**src/rtl/serial_frame_rx.sv**
```systemverilog
// serial_frame_rx
// Framing receiver that sits ahead of the byte-wide holding register in the
// serial datapath. It takes one line bit per clock and does no oversampling.
// It finds a start bit and shifts DATA_W data bits in LSB first. When
// PARITY_EN is set it checks a parity bit. It then checks the stop bit and
// presents each good word under a valid/ack handshake. All flops update on
// the falling edge of clk.
//
// Ports
//   clk         in   1       clock, falling-edge active
//   rst         in   1       asynchronous active-high reset
//   sin         in   1       serial line, idles high
//   data_ack    in   1       consumer accepts data_out while data_valid=1
//   data_out    out  DATA_W  last good word, bit0 = first data bit received
//   data_valid  out  1       data_out holds an unacknowledged word
//   busy        out  1       registered (state != IDLE)
//   frame_err   out  1       one-clock pulse: stop bit sampled low
//   parity_err  out  1       one-clock pulse: parity mismatch
//   overrun     out  1       sticky: a word replaced an unacknowledged word
module serial_frame_rx #(
  parameter int DATA_W     = 8,
  parameter int PARITY_EN  = 0,
  parameter int PARITY_ODD = 0
) (
  input  logic              clk,
  input  logic              rst,
  input  logic              sin,
  input  logic              data_ack,
  output logic [DATA_W-1:0] data_out,
  output logic              data_valid,
  output logic              busy,
  output logic              frame_err,
  output logic              parity_err,
  output logic              overrun
);

  localparam int CNT_W = $clog2(DATA_W);

  typedef enum logic [1:0] {IDLE, DATA, PARITY, STOP} state_t;

  state_t              state_q;
  logic [DATA_W-1:0]   shreg_q;
  logic [CNT_W-1:0]    bitCnt_q;
  logic                parityBad_q;
  logic                parityBad_d;
  logic                loadWord_d;

  // The XOR of the data bits and the parity bit must equal the configured
  // sense (1 for odd parity, 0 for even parity).
  assign parityBad_d = ((^shreg_q) ^ sin) != (PARITY_ODD != 0);

  // A word is delivered only when the stop bit is high and the parity
  // recorded for this frame was good.
  assign loadWord_d  = (state_q == STOP) && sin && !parityBad_q;

  // This block holds the framing FSM, the shift register and the handshake
  // outputs together. Every output is registered. The error pulses default
  // to 0, so each one lasts exactly one clock after the STOP edge.
  always_ff @(negedge clk or posedge rst) begin
    if (rst) begin
      state_q     <= IDLE;
      shreg_q     <= '0;
      bitCnt_q    <= '0;
      parityBad_q <= 1'b0;
      data_out    <= '0;
      data_valid  <= 1'b0;
      busy        <= 1'b0;
      frame_err   <= 1'b0;
      parity_err  <= 1'b0;
      overrun     <= 1'b0;
    end else begin
      frame_err  <= 1'b0;
      parity_err <= 1'b0;
      busy       <= (state_q != IDLE);

      // A load takes priority over an ack. A load while a word is still
      // pending and unacknowledged is an overrun. An ack on the same edge
      // as a load simply hands over to the new word.
      if (loadWord_d) begin
        data_out   <= shreg_q;
        data_valid <= 1'b1;
        if (data_valid && !data_ack) begin
          overrun <= 1'b1;
        end else if (data_ack) begin
          overrun <= 1'b0;
        end
      end else if (data_valid && data_ack) begin
        data_valid <= 1'b0;
        overrun    <= 1'b0;
      end

      case (state_q)
        IDLE: begin
          if (!sin) begin
            state_q  <= DATA;
            bitCnt_q <= '0;
          end
        end
        DATA: begin
          // New bits enter at the MSB, so the first bit received ends up
          // in bit 0 once all DATA_W bits are in.
          shreg_q  <= {sin, shreg_q[DATA_W-1:1]};
          bitCnt_q <= bitCnt_q + 1'b1;
          if (bitCnt_q == CNT_W'(DATA_W - 1)) begin
            state_q <= (PARITY_EN != 0) ? PARITY : STOP;
          end
        end
        PARITY: begin
          parityBad_q <= parityBad_d;
          state_q     <= STOP;
        end
        STOP: begin
          // A bad stop bit hides any parity result for the same frame.
          if (!sin) begin
            frame_err <= 1'b1;
          end else if (parityBad_q) begin
            parity_err <= 1'b1;
          end
          parityBad_q <= 1'b0;
          state_q     <= IDLE;
        end
        default: state_q <= IDLE;
      endcase
    end
  end

endmodule
```
**config.mk**
```make
export PLATFORM = sky130hd
export DESIGN_NAME = serial_frame_rx
export DESIGN_NICKNAME = d
export VERILOG_FILES = /design/src/rtl/serial_frame_rx.sv
export SDC_FILE = /design/constraint.sdc
export NUM_CORES = 1
export LEC_CHECK = 0
export BUFFER_PORTS_ARGS = -buffer_cell sky130_fd_sc_hd__buf_4
export CORE_MARGIN = 2
export CORE_UTILIZATION = 58
export CTS_BUF_LIST = sky130_fd_sc_hd__clkbuf_2
export DETAILED_ROUTE_END_ITERATION = 10
export GPL_TIMING_DRIVEN = 0
export PLACE_DENSITY = 0.86
export REMOVE_ABC_BUFFERS = 1
export SLEW_MARGIN = 0
export SYNTH_ARGS = -nofsm -noshare
export SYNTH_HDL_FRONTEND = slang
export SYNTH_SLANG_ARGS = --single-unit
```
**constraint.sdc**
```tcl
create_clock -name clk -period 1.75 [get_ports clk]
set_clock_uncertainty 0.2 [all_clocks]
set_input_delay 0.35 -clock clk [delete_from_list [all_inputs] [get_ports clk]]
set_output_delay 0.35 -clock clk [all_outputs]
set_load 0.05 [all_outputs]
```
# == After elaboration in Yosys (flattened, before gate mapping) ==
# Cells that the tools add are included.
# Widths: inputs -> output; s select.
# word_totals
ff_bits,27
wordCells,50
input_bits,4
# classes
bitwise_logic,1
mux,16
addsub,1
eq_ne,7
reduce_logical,15
# op_table
op,n
$mux 1,10
$pmux 2 s4,1
$reduce_bool 2->1,4
$reduce_xor 8->1,1
$pmux 3 s2,1
$reduce_and 2->1,3
$eq 2x2->1 const B,2
$logic_and 1x1->1,4
$mux 2,2
$ne 2x2->1 const B,2
$add 3x1->3 const B,1
$eq 3x3->1 const B,1
$mux 3,1
$ne 3x2->1 const B,1
$eq 2x1->1 const B,1
$logic_not 1->1,2
$logic_not 2->1,1
$pmux 1 s2,1
$xor 1x1->1,1

# == Longest topological paths before layout ==
# Gate-level depths: netlist of the first run.
# depth
ltp_word,5
ltp_mapped,6
ltp_nobuf,6

==> impl_metrics.yaml, run 1 <==
floorplanning:
  die_width_um: 48.9
  rows: 16
  coreArea_um2: 1940
  initial_core_util_pct: 60.3
  boundaryPins: 17
  die_h_um: 48.9
  die_area_um2: 2390
timing:
  rsz0062_at_grt: "true"
  final-setup-viol-count: 29
  drv_slew: 0
  hold_viol: 0
  max-slew-margin-rel_pct: 62.5
  worst_pin_slew_ns: 0.561
  worst_slack_ns: -0.675
  setup_tns_ns: -10.52
setup_path:
  start_kind: "register"
  crit_type: "register to output port"
  cp-end-kind: "output port"
  path_delay_family: "flip-flops"
  cp_max_fo: 2
  cpMaxStageDelayCell: "dfrtn_1"
  worstPathArrival_ns: 1.87
  crit_chain: "buf_6"
  required_ns: 1.20
  path_buf_inv: 1
  critical-path-max-stage-delay_ns: 0.50
grt:
  grt_pass1_vias: 855
  grt_pass1_wl_um: 3650
  overflow: 0
  track_usage_pct: 19.9
  grt_max_degree: 28
  grt_antenna_before_repair: 0
synthesis:
  ys_ff_latch: 27
  synth_compound_area_share_pct: 5.02
  synth.area.mux_share_pct: 16.3
  synth_cell_types: 20
  netlist_area_um2: 1170
  yosysSeqAreaShare_pct: 57.7
  syn_inst: 87
  synth_xor_area_share_pct: 5.66
  avgSynthCellArea_um2: 13.5
  synth_top_family_by_area: "multiplexers"
  synthSimpleGateAreaFrac_pct: 6.09
  ys_warn_count: 0
  synth_fa_ha_area_share_pct: 6.41
placement:
  hpwl_um: 1280
  place_area_um2: 1320
  io_buffers: 16
  gp_congestion: 0.673
clock_network:
  cts_tree: "yes"
  cts_buffers: 3
  h-tree-depth: 1
  cts.path.max_buffers: 2
  clkSlewWorstSetupHoldPaths_ns: 0.16
  clock_latency_ns: 0.33
  cts.sinks: 27
  hold_buffers: 0
  cts_root_buf: "clkbuf_2"
min_path:
  hp-class: "register to register"
finish:
  nets: 129
  drive_above_1_share_pct: 50.0
  layout_commonest_cell: "dfrtn_1"
  syn2layout_area_growth_pct: 39.0
  n_antenna_cell: 0
  design_area_um2: 1630
  layout_common_cells: "27 x dfrtn_1, 17 x buf_6, 10 x buf_4"
  fillers: 103
  final_util_pct: 83.8
detailed_routing:
  vias: 780
  ant_nets: 0
  postRouteWirelength_um: 2390
  drt-initial-drc-count: 4
  route.detailed.drc: 0
  viasPerCell: 5.38
  routedWlPerCell_um: 16.5
  drt-pass1-iter-count: 4
outcome:
  violations: "setup timing"
  status: "finished, violations left"
flow_run:
  cap_violations: 0
## repair_timing
item                       4_1_cts  5_1_grt
buffers inserted                 8        5
gates cloned                     0        0
resized for setup               34       13
pin swaps                        2        2
setup endpoints to repair       58       29
## per-layer routing
layer | vias up | track usage (%) | part of all wire (%) | wire, um
met1 | 395 | 26.3 | 41 | 991
met3 | 5 | 2.15 | 4.0 | 96
met4 | 0 | 8.57 | 1.4 | 34
li1 | 357 | - | - | -
met2 | 23 | 33.6 | 53 | 1270
met5 | - | 0 | 0 | 0
## path summary, 6_finish.rpt
path,startpoint,endpoint,slack [ns],cells after the start
worst min-delay path,bitCnt_q[0],bitCnt_q[0],0.26,1
worst min register to register,bitCnt_q[0],bitCnt_q[0],0.26,1
worst max-delay path,data_out[3],data_out[3],-0.67,1
worst max register to register,state_q[0],state_q[1],-0.08,5
min in group asynchronous,rst,shreg_q[7],0.60,2
max in group asynchronous,rst,state_q[1],0.39,2
## Yosys cell counts
master | n | area share [%]
xnor3_1 | 1 | 1.9
nor2_1 | 2 | 0.64
dfrtn_1 | 27 | 58
o221ai_1 | 1 | 0.75
mux2_1 | 9 | 8.7
xor2_1 | 2 | 1.5
inv_1 | 6 | 1.9
nand2b_1 | 1 | 0.53
nor2b_1 | 2 | 1.1
buf_2 | 2 | 0.85
nand2_1 | 5 | 1.6
a32o_1 | 2 | 1.7
xnor2_1 | 3 | 2.2
and3_1 | 1 | 0.53
o21ai_0 | 2 | 0.85
ha_1 | 6 | 6.4
nand3_1 | 1 | 0.43
nand3b_1 | 2 | 1.3
mux2_2 | 8 | 7.7
o21ai_1 | 4 | 1.7
## cells by family (layout without fill, tap and decap cells)
group,Yosys count,count (layout)
adders and majority gates,6,6
buffers and inverters,8,39
and+or+nand+nor,14,14
xor gates and xnor gates,6,6
DFF,27,27
AOI/OAI and AO/OA,9,9
muxes,17,17
## flip-flops by register name, indices dropped and copies added, names as in the netlist
register     count
shreg_q          8
parity_err       1
state_q          2
parityBad_q      1
frame_err        1
busy             1
data_valid       1
overrun          1
bitCnt_q         3
data_out         8
## through the flow
stage               hold slack [ns]  std cells  setup WS (ns)
floorplan                     0.191         85         -0.524
detailed placement            0.235        128         -0.852
global placement              0.215        128         -0.813
CTS                           0.245        140         -0.645
finish                        0.263        145         -0.675
global route                  0.264        145         -0.699
## area by class of cell
type | count | area (um2) | area share (%)
tap | 27 | 33.8 | 2.08
multi-input combinational | 52 | 571 | 35.0
inverter | 6 | 26.3 | 1.61
timing repair buffer | 29 | 302 | 18.5
clock buffer | 3 | 15.0 | 0.922
clock inverter | 1 | 5.00 | 0.307
sequential | 27 | 676 | 41.5
Power of run 1 is left out: the tool's default activity adds up to more than one toggle a clock period on the data nets, which glitch-free logic cannot reach.
==> run 2, diff against run 1 <==
--- a/config.mk
+++ b/config.mk
@@ -9,6 +9,7 @@
 export CORE_MARGIN = 2
 export CORE_UTILIZATION = 58
 export CTS_BUF_LIST = sky130_fd_sc_hd__clkbuf_2
+export CTS_CLUSTER_SIZE = 40
 export DETAILED_ROUTE_END_ITERATION = 10
 export GPL_TIMING_DRIVEN = 0
 export PLACE_DENSITY = 0.86
==> constraint.sdc (replaced) <==
create_clock -name clk -period 2.6 [get_ports clk]
set_clock_uncertainty 0.2 [all_clocks]
set_input_delay 0.52 -clock clk [delete_from_list [all_inputs] [get_ports clk]]
set_output_delay 0.52 -clock clk [all_outputs]
set_load 0.05 [all_outputs]
==> run 2 against run 1 <==
The flow still finishes with violations (setup timing). Non-clock buffer count fell by 8. Via count fell by 6.9%. Flip-flop and latch count did not move. Largest cell class unchanged. Sequential share of layout area rose by 5.5 points.
==> impl_metrics.yaml, run 2 (synthesized netlist as in run 1, its figures left out) <==
setup_path:
  crit_chain: "buf_6"
  start_kind: "register"
  cp_max_fo: 2
  worstPathArrival_ns: 2.27
  path_buf_inv: 1
  path_delay_family: "flip-flops"
  required_ns: 1.88
  cpMaxStageDelayCell: "dfrtn_1"
  cp-end-kind: "output port"
  crit_type: "register to output port"
  critical-path-max-stage-delay_ns: 0.48
timing:
  final-setup-viol-count: 13
  max-slew-margin-rel_pct: 34.9
  worst_slack_ns: -0.392
  hold_viol: 0
  worst_pin_slew_ns: 0.976
  drv_slew: 0
  rsz0062_at_grt: "true"
min_path:
  hp-class: "register to register"
detailed_routing:
  viasPerCell: 5.30
  routedWlPerCell_um: 14.2
  route.detailed.drc: 0
  drt-initial-drc-count: 16
  ant_nets: 0
  postRouteWirelength_um: 1940
  vias: 726
  drt-pass1-iter-count: 4
floorplanning:
  boundaryPins: 17
  die_area_um2: 2390
  coreArea_um2: 1940
  die_width_um: 48.9
  die_h_um: 48.9
  rows: 16
  initial_core_util_pct: 60.3
grt:
  track_usage_pct: 18.8
  grt_pass1_wl_um: 3360
  grt_pass1_vias: 811
  grt_max_degree: 28
  overflow: 0
  grt_antenna_before_repair: 0
outcome:
  status: "finished, violations left"
  violations: "setup timing"
clock_network:
  clock_latency_ns: 0.32
  cts_buffers: 3
  clkSlewWorstSetupHoldPaths_ns: 0.16
  cts.path.max_buffers: 2
  cts_root_buf: "clkbuf_2"
  h-tree-depth: 1
  cts_tree: "yes"
  cts.sinks: 27
  hold_buffers: 0
flow_run:
  cap_violations: 0
placement:
  hpwl_um: 1280
  dp_slack_ns: -0.597
  io_buffers: 16
  gp_congestion: 0.673
  place_area_um2: 1320
finish:
  design_area_um2: 1440
  syn2layout_area_growth_pct: 22.6
  fillers: 141
  layout_commonest_cell: "dfrtn_1"
  drive_above_1_share_pct: 31.8
  layout_common_cells: "27 x dfrtn_1, 14 x buf_6, 9 x mux2_1"
  n_antenna_cell: 0
  reg.largest.list: "data_out x8, shreg_q x8, bitCnt_q x3"
  nets: 121
## run 2: routing by layer
layer / vias up / track usage [%] / wire [um]
li1: 342 / - / -
met1: 363 / 21.2 / 800
met2: 16 / 32.9 / 1030
met3: 5 / 3.99 / 62
met4: 0 / 11.0 / 50
met5: - / 0 / 0
## run 2: timing repair
action | 4_1_cts | 5_1_grt
setup buffers | 4 | 1
pin swaps | 1 | 0
setup endpoints to repair | 23 | 16
resized for setup | 13 | 3
## run 2: final timing paths
| kind | from | to | cells after the start | slack, ns |
|---|---|---|---|---|
| max | overrun | overrun | 1 | -0.39 |
| min | bitCnt_q[0] | bitCnt_q[0] | 1 | 0.25 |
| max reg2reg | state_q[0] | state_q[1] | 4 | 0.60 |
| min reg2reg | bitCnt_q[0] | bitCnt_q[0] | 1 | 0.25 |
| max in group asynchronous | rst | busy | 2 | 0.22 |
| min in group asynchronous | rst | shreg_q[7] | 2 | 1.36 |
## run 2: metrics by stage
step,TNS [ns],util [%],instances,hold WS [ns]
after floorplan,-3.52,-,85,0.191
after global placement,-13.11,67.7,128,0.215
after detailed placement,-14.21,67.7,128,0.235
after CTS,-4.85,72.8,136,0.245
after global routing,-5.57,74.0,137,0.258
final,-4.86,74.0,137,0.246
## run 2: area by class of cell
type / count / area [um2] / area share (%)
Clock buffer: 3 / 15.0 / 1.05
Clock inverter: 1 / 5.00 / 0.348
Tap cell: 27 / 33.8 / 2.35
Timing Repair Buffer: 21 / 210 / 14.6
Inverter: 6 / 22.5 / 1.57
Sequential cell: 27 / 676 / 47.0
Multi-Input combinational cell: 52 / 474 / 33.0
Power of run 2 is left out for the same reason.
